## src/rtl/anc_pkg.sv

```systemverilog
// Shared widths, default shift, FSM encoding and the 16-bit saturation helper
// for the ANC sample sequencer.
package anc_pkg;

   localparam int SAMPLE_W = 16;
   localparam int DATA_W   = 32;
   localparam int FRAC     = 15;

   typedef enum logic [2:0] {
      ST_IDLE,
      ST_CALC,
      ST_GO,
      ST_WAIT,
      ST_OUT
   } anc_state_t;

   localparam logic signed [DATA_W:0] SAT_MAX = 33'sd32767;
   localparam logic signed [DATA_W:0] SAT_MIN = -33'sd32768;

   function automatic logic signed [SAMPLE_W-1:0] sat16(input logic signed [DATA_W:0] v);
      logic signed [SAMPLE_W-1:0] r;
      if (v > SAT_MAX)
         r = 16'sh7fff;
      else if (v < SAT_MIN)
         r = 16'sh8000;
      else
         r = v[SAMPLE_W-1:0];
      return r;
   endfunction

endpackage

```

## src/rtl/anc_sat_neg.sv

```systemverilog
// Negate a 32-bit FIR sample and clamp to 16 bits; combinational, no back-pressure.
// The negate is done one bit wider so -(-2^31) clamps instead of wrapping.
module anc_sat_neg
   import anc_pkg::*;
(
   input  logic signed [DATA_W-1:0]   din,
   output logic signed [SAMPLE_W-1:0] dout
);

   logic signed [DATA_W:0] neg;

   assign neg  = -((DATA_W+1)'(din));
   assign dout = sat16(neg);

endmodule

```

## src/rtl/anc_sample_sequencer.sv

```systemverilog
// Sequences one ANC sample through the external LMS FIR: capture, weight term, FIR handshake, DAC.
// Latency 4 cycles plus FIR latency; ref_valid has no back-pressure, samples arriving while busy are dropped and counted.
module anc_sample_sequencer #(
   parameter logic signed [15:0] MU      = 16'sh0800,
   parameter int                 FRAC    = anc_pkg::FRAC,
   parameter int                 TIMEOUT = 255
) (
   input  logic                                clk,
   input  logic                                rst,
   input  logic signed [anc_pkg::SAMPLE_W-1:0] ref_in,
   input  logic signed [anc_pkg::SAMPLE_W-1:0] err_in,
   input  logic                                ref_valid,
   output logic signed [anc_pkg::DATA_W-1:0]   fir_feedforward,
   output logic signed [anc_pkg::DATA_W-1:0]   fir_weight_adjust,
   output logic                                fir_go,
   input  logic signed [anc_pkg::DATA_W-1:0]   fir_out,
   input  logic                                fir_out_valid,
   input  logic                                fir_done,
   output logic signed [anc_pkg::SAMPLE_W-1:0] dac_out,
   output logic                                dac_valid,
   output logic [7:0]                          overrun_cnt,
   output logic                                timeout_err
);

   import anc_pkg::*;

   localparam int CNT_W = (TIMEOUT > 1) ? $clog2(TIMEOUT) : 1;

   anc_state_t                  state_q, state_d;
   logic signed [SAMPLE_W-1:0]  ref_q, err_q;
   logic signed [DATA_W-1:0]    fout_q;
   logic signed [DATA_W-1:0]    prod;
   logic signed [DATA_W-1:0]    sat_din;
   logic signed [SAMPLE_W-1:0]  sat_dout;
   logic [CNT_W-1:0]            wait_cnt;
   logic                        timeout_hit;

   always_ff @(posedge clk) begin
      if (rst)
         state_q <= ST_IDLE;
      else
         state_q <= state_d;
   end

   always_comb begin
      state_d     = state_q;
      fir_go      = 1'b0;
      dac_valid   = 1'b0;
      timeout_hit = 1'b0;
      case (state_q)
         ST_IDLE: if (ref_valid) state_d = ST_CALC;
         ST_CALC: state_d = ST_GO;
         ST_GO: begin
            fir_go  = 1'b1;
            state_d = ST_WAIT;
         end
         ST_WAIT: begin
            // done wins over a timeout landing in the same cycle
            if (fir_done)
               state_d = ST_OUT;
            else if (wait_cnt == CNT_W'(TIMEOUT - 1)) begin
               state_d     = ST_IDLE;
               timeout_hit = 1'b1;
            end
         end
         ST_OUT: begin
            dac_valid = 1'b1;
            state_d   = ST_IDLE;
         end
         default: state_d = ST_IDLE;
      endcase
   end

   assign prod = DATA_W'(err_q) * DATA_W'(MU);

   // A valid+done cycle must use that cycle's sample, not the stored one.
   assign sat_din = fir_out_valid ? fir_out : fout_q;

   anc_sat_neg u_sat_neg (
      .din  (sat_din),
      .dout (sat_dout)
   );

   always_ff @(posedge clk) begin
      if (rst) begin
         ref_q             <= '0;
         err_q             <= '0;
         fout_q            <= '0;
         wait_cnt          <= '0;
         fir_feedforward   <= '0;
         fir_weight_adjust <= '0;
         dac_out           <= '0;
         overrun_cnt       <= '0;
         timeout_err       <= 1'b0;
      end else begin
         if (state_q == ST_IDLE && ref_valid) begin
            ref_q <= ref_in;
            err_q <= err_in;
         end
         if (state_q == ST_CALC) begin
            fir_feedforward   <= DATA_W'(ref_q);
            fir_weight_adjust <= prod >>> FRAC;
         end
         if (state_q == ST_WAIT)
            wait_cnt <= wait_cnt + CNT_W'(1);
         else
            wait_cnt <= '0;
         if (state_q == ST_WAIT && fir_out_valid)
            fout_q <= fir_out;
         if (state_q == ST_WAIT && fir_done)
            dac_out <= sat_dout;
         if (ref_valid && state_q != ST_IDLE && overrun_cnt != 8'hff)
            overrun_cnt <= overrun_cnt + 8'd1;
         if (timeout_hit)
            timeout_err <= 1'b1;
      end
   end

endmodule
```

## config.mk

```make
export PLATFORM = sky130hd
export DESIGN_NAME = anc_sample_sequencer
export DESIGN_NICKNAME = d
export VERILOG_FILES = /design/src/rtl/anc_pkg.sv /design/src/rtl/anc_sat_neg.sv /design/src/rtl/anc_sample_sequencer.sv
export SDC_FILE = /design/constraint.sdc
export NUM_CORES = 1
export LEC_CHECK = 0
export CORE_UTILIZATION = 50
export DETAILED_ROUTE_END_ITERATION = 6
export GPL_TIMING_DRIVEN = 0
export MAX_ROUTING_LAYER = met4
export PLACE_DENSITY = 0.81
export SETUP_SLACK_MARGIN = 0.5
export SYNTH_ARGS = -nofsm -noshare
export SYNTH_HDL_FRONTEND = slang
export SYNTH_HIERARCHICAL = 1
export SYNTH_SLANG_ARGS = --single-unit
```

## constraint.sdc

```tcl
create_clock -name clk -period 5 [get_ports clk]
set_input_delay 1 -clock clk [delete_from_list [all_inputs] [get_ports clk]]
set_output_delay 1 -clock clk [all_outputs]
set_load 0.005 [all_outputs]
```

==> results.yml, run 1 <==
outcome:
  status: "complete, no violations"
sta:
  tns_ns: 0
  fin_hold_ws_ns: 0.450
  fin_ws_ns: 0.828
  finalCriticalPeriod_ns: 4.17
  slew_viol_final: 0
  final_hold_viol_count: 0
  period_share: 0.834
  setup_viol: 0
  max_freq_mhz: 240
  finalClockSkew_ns: 0.00788
  grt_setup_unrepaired: "no"
  slew_headroom: 0.536
  worstMarginPinSlew_ns: 0.695
cts:
  clock_sinks: 124
  cts.clk_slew.worst_paths_ns: 0.06
  cts_tree: "done"
  clk_path_buf_depth: 2
  clk_latency_ns: 0.42
  cts_made_buffers: 17
  root_buffer: "clkbuf_16"
  htree_levels: 4
placed_design:
  place.gp.congestion: 0.957
  hpwl_um: 11900
  dp_cells: 1121
  portBuffers: 153
  place_ws_ns: 0.0325
  placed_area_um2: 8100
finish:
  layout-drive-gt1-share: 0.151
  nFillCells: 1026
  nets: 1049
  syn_to_final_growth_pct: 36.8
  insertedDiodeCount: 0
  final_area_um2: 8690
  final_cells: 1156
critical_path:
  cp-end-kind: "flop"
  worstPathCellList: "clkbuf_2, clkbuf_4, mux2_2, inv_1, ha_1, or3b_2, nor3_2, nand4_1, xor2_1, nand4b_1, o31ai_4, buf_6, a21oi_1, nand2_1, a21oi_1"
  cpMostUsedCell: "a21oi_1"
  worstPathRequired_ns: 5.28
  start_kind: "input port"
  crit_family: "simple AND/OR/NAND/NOR gates"
  crit_type: "input port to flop"
  crit_path_max_incr_delay_ns: 0.56
  arrival_ns: 4.45
  slowest_stage: "or3b_2"
  path_max_fanout: 10
  critPathBufInv: 4
run:
  cap_violations: 0
floorplan:
  die_h_um: 115
  start_util: 0.520
  dieArea_um2: 13200
  num_io_pins: 160
  die_w_um: 115
  placementRows: 40
  core_um2: 12200
route:
  drc: 0
  drt_iter0_drc: 383
  antenna_left: 0
  drt-pass1-iter-count: 7
  viasPerCell: 5.23
  vias: 6051
  drt-wirelength-per-cell_um: 14.3
  wirelength_um: 16600
worst_hold_path:
  hold_path.class: "flop to flop"
synth:
  yosys_register_bits: 124
  synth_most_common_cell: "nand2_1"
  yosysSeqAreaShare: 0.391
  synth_common_cells: "nand2_1 (234), a21oi_1 (126), dfxtp_1 (124), buf_4 (42), mux2_2 (32)"
  ys_types: 63
  syn_area_per_cell_um2: 7.94
  synth_area_leaders: "dfxtp_1 (39%), nand2_1 (14%), a21oi_1 (9.9%), mux2_2 (5.7%), buf_4 (5.0%)"
  synth_ff_type: "dfxtp_1"
  syn_inst: 800
  yosysWarnings: 6
  async_flop_share: 0
  syn_nets: 874
  synth_top_area_share: 0.391
  netlist.top_cell.by_area: "dfxtp_1"
  synth_edf_count: 0
  syn_area_um2: 6350
power_and_ir_drop:
  p_per_area_nw_per_um2: 296
  cellLeakagePower_nw: 3.12
  irDropWorstVdd_mv: 0.243
global_routing:
  grt_pass1_wl_um: 26500
  grt_antenna_before_repair: 0
  grt_max_degree: 23
  globalRouteTotalUtil: 0.266
  grt_pass1_vias: 5383
  gr-total-overflow: 0
-- layout make-up --
type,instances,area (µm²),share of cell area
Sequential cell,124,2480,0.286
Timing Repair Buffer,156,1550,0.179
Inverter,6,22.5,0.00259
Multi-Input combinational cell,584,3290,0.378
Buffer,86,591,0.0679
Clock inverter,10,92.6,0.0107
Clock buffer,22,454,0.0522
Tap cell,168,210,0.0242
-- tightest hold or removal path, delay by kind of cell (launching register included) --
| kind | cells | cell delay (ns) |
|---|---|---|
| AO/OA/AOI/OAI | 1 | 0.05 |
| flip-flops | 1 | 0.31 |
| AND/OR/NAND/NOR | 1 | 0.05 |
-- layout by cell type, fill, tap and decap left out, types with 4 or more instances in the layout --
cell type        instances
nand2_1                234
clkdlybuf4s50_1        153
a21oi_1                126
dfxtp_1                124
buf_4                   45
mux2_2                  32
nor2_1                  28
clkbuf_1                24
xor2_1                  17
clkbuf_16               17
nor3_1                  13
buf_6                   11
nand4_1                 11
nand3_1                 10
o21ai_0                 10
buf_2                    9
xnor2_1                  8
inv_1                    6
nor4_1                   6
or3_1                    5
nor3b_1                  5
ha_1                     5
a211oi_1                 4
and2_1                   4
mux2i_1                  4
clkinvlp_4               4
o2111ai_1                4
or4_1                    4
-- flip-flops by register name, indices dropped and copies added, names as in the netlist --
register,count
err_q,12
ref_q,16
fir_weight_adjust,12
fir_feedforward,16
state_q,3
wait_cnt,8
dac_out,16
fout_q,32
overrun_cnt,8
timeout_err,1
-- repair_timing --
action | in CTS | in global routing
resized for setup | 1 | 7
pin swaps | 0 | 1
setup buffers | 0 | 3
hold buffers | 0 | 0
endpoints found under the setup margin | 12 | 15
-- final timing paths --
path                 startpoint             endpoint  slack [ns]  depth (start not counted)
hold reg to reg       ref_q[11]  fir_feedforward[11]        0.45                          2
setup / recovery  fir_out_valid           dac_out[8]        0.83                         15
setup reg to reg      fout_q[0]           dac_out[8]        1.62                         13
hold / removal        ref_q[11]  fir_feedforward[11]        0.45                          2
-- report_power, final --
group	leakage (nW)	total, mW	switching (mW)	internal [mW]
logic	1.86	0.396	0.206	0.190
clock network	0.257	1.14	0.442	0.694
registers	1.00	1.04	0.0205	1.02
-- metrics by stage --
step | power, mW | util
after floorplan | 1.30 | -
after global placement | 1.44 | 0.663
after detailed placement | 1.45 | 0.663
after CTS | 2.58 | 0.708
after global routing | 2.68 | 0.712
final | 2.58 | 0.712
-- per-layer routing --
layer	share of wire	vias to the layer above	track usage
li1	-	3073	-
met3	0.058	27	0.0480
met5	0	-	-
met2	0.45	196	0.412
met1	0.47	2755	0.347
met4	0.019	0	0.0952
-- cell families (layout without fill, tap and decap cells) --
kind of cell | count (synthesis) | count (layout) | share of synthesized area
compound gates | 169 | 169 | 0.153
xor+xnor | 25 | 25 | 0.0345
fa+ha+maj | 5 | 5 | 0.00984
buf+inv | 92 | 280 | 0.0959
flops | 124 | 124 | 0.391
mux | 37 | 37 | 0.0654
simple gates | 348 | 348 | 0.251
Note: power is estimated with default switching activity, not from simulation.
==> inputs of run 2 (changes only) <==
- CORE_UTILIZATION: 50 -> 45
- PLACE_DENSITY: 0.81 -> 0.77
- clock period: 5 -> 3.6 ns (I/O delays scaled with it)
==> run 2 against run 1 <==
- the run now ends with DRC, setup timing left
- design area up 3.8%
- critical path type unchanged
- wire length increased by 5.2%
- critical endpoint is now dac_out[12]
- largest cell class unchanged
- register-to-register slack worse by 1.4 ns
- via count is 3.0% higher
- core utilization decreased by 5.9 points
- sequential power up 39%
- global-route usage shrank 1.7 points
- die area rose by 11%
==> results.yml, run 2 (synthesis results as in run 1) <==
outcome:
  status: "finished with violations"
  violations: "DRC, setup timing"
cts:
  cts.clk_slew.worst_paths_ns: 0.06
  postCtsHoldBufs: 0
  cts_tree: "done"
  cts_made_buffers: 17
  root_buffer: "clkbuf_16"
  clock_sinks: 124
  clk_latency_ns: 0.42
  htree_levels: 4
  clk_path_buf_depth: 2
placed_design:
  portBuffers: 153
  hpwl_um: 12100
  place_ws_ns: -0.804
  place.gp.congestion: 0.887
sta:
  max_freq_mhz: 274
  period_share: 1.01
  final_hold_viol_count: 0
  worstMarginPinSlew_ns: 0.664
  slew_viol_final: 0
  finalClockSkew_ns: 0.00700
  grt_setup_unrepaired: "yes"
  fin_ws_ns: -0.0518
  setup_viol: 14
  finalCriticalPeriod_ns: 3.65
  slew_headroom: 0.557
  tns_ns: -0.424
worst_hold_path:
  worstHoldPathCells: 2
  holdCritStartpoint: "ref_q[1]"
  hold_end: "fir_feedforward[1]"
  hold_path.class: "flop to flop"
global_routing:
  globalRouteTotalUtil: 0.249
  grt_pass1_vias: 5600
  grt_pass1_wl_um: 27600
  grt_antenna_before_repair: 0
  grt_max_degree: 23
  gr-total-overflow: 0
critical_path:
  r2r_slack_ns: 0.23
  crit_family: "simple AND/OR/NAND/NOR gates"
  path_max_fanout: 7
  slowest_stage: "or4_4"
  timing.rr.start: "fout_q[0]"
  crit_path_max_incr_delay_ns: 0.50
  worstPathRequired_ns: 3.87
  worstPathCellList: "clkbuf_16, buf_12, buf_8, buf_6, mux2_4, nor4_4, nand4_1, buf_4, or4_4, o21ai_2, nand4b_1, o31ai_4, buf_6, a21oi_1, nand2_1, a21oi_1"
  start_kind: "input port"
  critPathBufInv: 6
  r2r-end: "dac_out[12]"
  crit_type: "input port to flop"
  arrival_ns: 3.93
  cp-end-kind: "flop"
  r2r_cells: 12
finish:
  largest-register: "fout_q"
  final_common_cell: "nand2_1"
  largest_reg_flops: 32
  insertedDiodeCount: 0
  nets: 1064
  final_cell_mix: "nand2_1 (233), clkdlybuf4s50_1 (149), dfxtp_1 (124), a21oi_1 (119), buf_4 (58)"
  fin_util: 0.653
  layout-drive-gt1-share: 0.181
  syn_to_final_growth_pct: 42.0
power_and_ir_drop:
  cellLeakagePower_nw: 3.27
  irDropWorstVdd_mv: 0.325
  p_per_area_nw_per_um2: 417
route:
  viasPerCell: 5.27
  drt_iter0_drc: 415
  drc: 1
  antenna_left: 0
  wirelength_um: 17400
  drt-wirelength-per-cell_um: 14.7
  drt-pass1-iter-count: 7
  vias: 6235
floorplan:
  die_w_um: 121
  core_um2: 13800
  start_util: 0.460
  placementRows: 43
  dieArea_um2: 14600
  num_io_pins: 160
  die_h_um: 121
run:
  cap_violations: 0
-- run 2: cell count changes in the layout (fill, tap and decap cells not counted), sizes merged --
cell and delta:
clkbuf -3, bufinv +2, buf +18, dlygate4sd2 +3
clkdlybuf4s15 +1, clkdlybuf4s50 -4, clkinv -2
-- run 2: routing by layer --
metal  global-route usage  share of wire
met1                0.313           0.45
met2                0.376           0.46
met3               0.0590          0.062
met4                0.115          0.028
met5                    -              0
-- run 2: power breakdown --
group | internal, mW | switching, mW | leakage [nW] | total [mW]
clock | 1.11 | 0.617 | 0.277 | 1.72
sequential | 1.42 | 0.0279 | 1.00 | 1.45
combinational | 0.288 | 0.305 | 1.99 | 0.592
total | 2.81 | 0.950 | 3.27 | 3.76
-- run 2: worst max path at each step --
stage	startpoint	end	slack, ns	cells after the start
3_5_place_dp	fir_out[0]	dac_out[4]	-0.80	14
5_1_grt	fir_out_valid	dac_out[3]	-0.15	16
6_report	fir_out_valid	dac_out[12]	-0.05	16
4_1_cts	fir_out_valid	dac_out[0]	0.02	14
3_3_place_gp	fir_out[0]	dac_out[9]	-0.75	14
2_1_floorplan	fir_out_valid	dac_out[3]	-0.05	14
-- run 2: timing repair --
| action | in CTS | in global routing |
|---|---|---|
| hold endpoints to repair | 0 | 0 |
| pin swaps | 14 | 11 |
| cloned | 1 | 0 |
| setup buffers | 12 | 5 |
| endpoints found under the setup margin | 15 | 15 |
| gates resized for setup | 24 | 22 |
-- run 2: through the flow --
| step | total power [mW] | instances | area, µm² | hold WS, ns |
|---|---|---|---|---|
| 2_1_floorplan | 1.81 | 800 | 6410 | 0.430 |
| 3_3_place_gp | 2.01 | 1133 | 8160 | 0.437 |
| 3_5_place_dp | 2.02 | 1133 | 8160 | 0.444 |
| 4_1_cts | 3.76 | 1178 | 8930 | 0.452 |
| 5_1_grt | 3.90 | 1183 | 9030 | 0.465 |
| 6_report | 3.76 | 1183 | 9030 | 0.449 |
-- run 2: final cells by class --
type | count | area (µm²)
Inverter | 6 | 22.5
Buffer | 86 | 642
Fill cell | 1140 | 4800
Clock buffer | 22 | 454
Multi-Input combinational cell | 584 | 3380
Timing Repair Buffer | 171 | 1680
Clock inverter | 10 | 139
Sequential cell | 124 | 2480
Tap cell | 180 | 225
-- run 2: worst min-delay path, cell delays in order, from the launching register on --
cell	delay, ns
dfxtp_1	0.31
nand2_1	0.05
a21oi_1	0.05
==> inputs of run 3 (changes only) <==
- REMOVE_ABC_BUFFERS: unset -> 1
- SKIP_CTS_REPAIR_TIMING: unset -> 1
==> run 3 against run 2 <==
- the run now ends clean
- clock power is essentially flat
- setup slack better by 0.13 ns
- power is 1.2% lower
- maximum frequency grew 3.6%
- wire length is 2.5% lower
- non-clock buffer count is 60 lower
- register-to-register slack gained 0.02 ns
- critical endpoint is now dac_out[9]
- largest cell class unchanged
- largest power group unchanged
==> results.yml, run 3 (synthesis results as in run 1) <==
placed_design:
  place.gp.congestion: 0.869
  hpwl_um: 10400
  dp_cells: 1050
  placed_area_um2: 7560
  portBuffers: 155
sta:
  final_hold_viol_count: 0
  slew_viol_final: 0
  worstMarginPinSlew_ns: 1.24
  period_share: 0.979
  max_freq_mhz: 284
  grt_setup_unrepaired: "yes"
  slew_headroom: 0.176
  tns_ns: 0
  finalCriticalPeriod_ns: 3.52
  finalClockSkew_ns: 0.00562
  fin_hold_ws_ns: 0.449
  setup_viol: 0
global_routing:
  gr-total-overflow: 0
  grt_antenna_before_repair: 0
  grt_pass1_wl_um: 25100
  globalRouteTotalUtil: 0.222
  grt_max_degree: 87
  grt_pass1_vias: 5054
cts:
  clk_latency_ns: 0.42
  cts.clk_slew.worst_paths_ns: 0.06
  cts_tree: "done"
  clk_path_buf_depth: 2
  root_buffer: "clkbuf_16"
  clock_sinks: 124
  htree_levels: 4
  cts_made_buffers: 17
critical_path:
  worstPathRequired_ns: 3.89
  cp-end-kind: "flop"
  crit_type: "input port to flop"
  start_kind: "input port"
  path_max_fanout: 7
  arrival_ns: 3.81
route:
  met3_length_um: 877
  antenna_left: 0
  vias: 5938
  drt-pass1-iter-count: 5
  routed.top_layer: "met4"
  drt_iter0_drc: 487
  routed-wl-met2_um: 7930
  m1WireLength_um: 7740
  wirelength_um: 17000
  drt-wirelength-per-cell_um: 15.1
  drc: 0
  viasPerCell: 5.29
outcome:
  status: "complete, no violations"
finish:
  largest-register: "fout_q"
  final_common_cell: "nand2_1"
  largest_reg_flops: 32
  insertedDiodeCount: 0
  nets: 1004
  final_cell_mix: "nand2_1 (233), clkdlybuf4s50_1 (147), dfxtp_1 (124), a21oi_1 (123), buf_4 (36)"
  syn_to_final_growth_pct: 37.3
  nFillCells: 1167
  layout-drive-gt1-share: 0.155
  final_area_um2: 8730
  final_cells: 1123
floorplan:
  die_w_um: 121
  num_io_pins: 160
  dieArea_um2: 14600
  die_h_um: 121
  core_um2: 13800
  placementRows: 43
  start_util: 0.460
run:
  cap_violations: 0
power_and_ir_drop:
  cellLeakagePower_nw: 3.13
  p_per_area_nw_per_um2: 426
  irDropWorstVdd_mv: 0.287
  power_mw: 3.72
worst_hold_path:
  hold_path.class: "flop to flop"
==> run 3: cell types whose count changed in the layout (fill, tap and decap cells not counted), moves of 3 or more <==
cell            delta
buf_4             -22
clkbuf_1          -21
buf_6             -12
buf_2              -8
dlymetal6s2s_1     +6
mux2_2             -5
mux2_4             +5
a21oi_1            +4
a21oi_2            -4
dlygate4sd2_1      -3
==> run 3: critical path: stages <==
cell and delay [ns]:
clkdlybuf4s50_1 0.44, mux2_4 0.30, nor4_4 0.20, buf_4 0.17
nand4_1 0.14, buf_6 0.18, or4_4 0.51, o21ai_2 0.16
nand4b_1 0.18, o31ai_4 0.37, clkbuf_16 0.22, a21oi_1 0.06
nand2_1 0.09, a21oi_1 0.07
==> run 3: cell type report <==
| type | count | area [µm²] | share of cell area |
|---|---|---|---|
| multi-input cells | 584 | 3420 | 0.392 |
| flip-flops and latches | 124 | 2480 | 0.284 |
| repair buffers | 197 | 1980 | 0.227 |
| clock buffers | 19 | 453 | 0.0519 |
| well taps | 180 | 225 | 0.0258 |
| clock inverters | 13 | 140 | 0.0161 |
| inverters | 6 | 22.5 | 0.00258 |
==> run 3: routing by layer <==
layer / GRT usage / vias up
li1: - / 2966
met1: 0.295 / 2739
met2: 0.328 / 187
met3: 0.0425 / 46
met4: 0.0934 / 0
met5: - / -
==> run 3: where the power goes <==
group	switching, mW	internal (mW)	total (mW)
sequential	0.0353	1.42	1.45
clock	0.646	1.06	1.70
combinational	0.287	0.272	0.560
==> run 3: per-stage QoR <==
step                      setup WS, ns   util
final                           0.0764  0.631
after global routing            0.0100  0.631
after CTS                       -0.848  0.590
after detailed placement         -1.28  0.547
after global placement           -2.36  0.546
after floorplan                 0.0302      -
==> run 3: final timing paths <==
kind                                 start                    end  slack [ns]  cells after the start
worst min-delay path             err_q[14]  fir_weight_adjust[10]        0.45                      2
worst max register to register   fout_q[0]             dac_out[9]        0.25                     11
worst min register to register   err_q[14]  fir_weight_adjust[10]        0.45                      2
worst max-delay path            fir_out[5]             dac_out[9]        0.08                     14
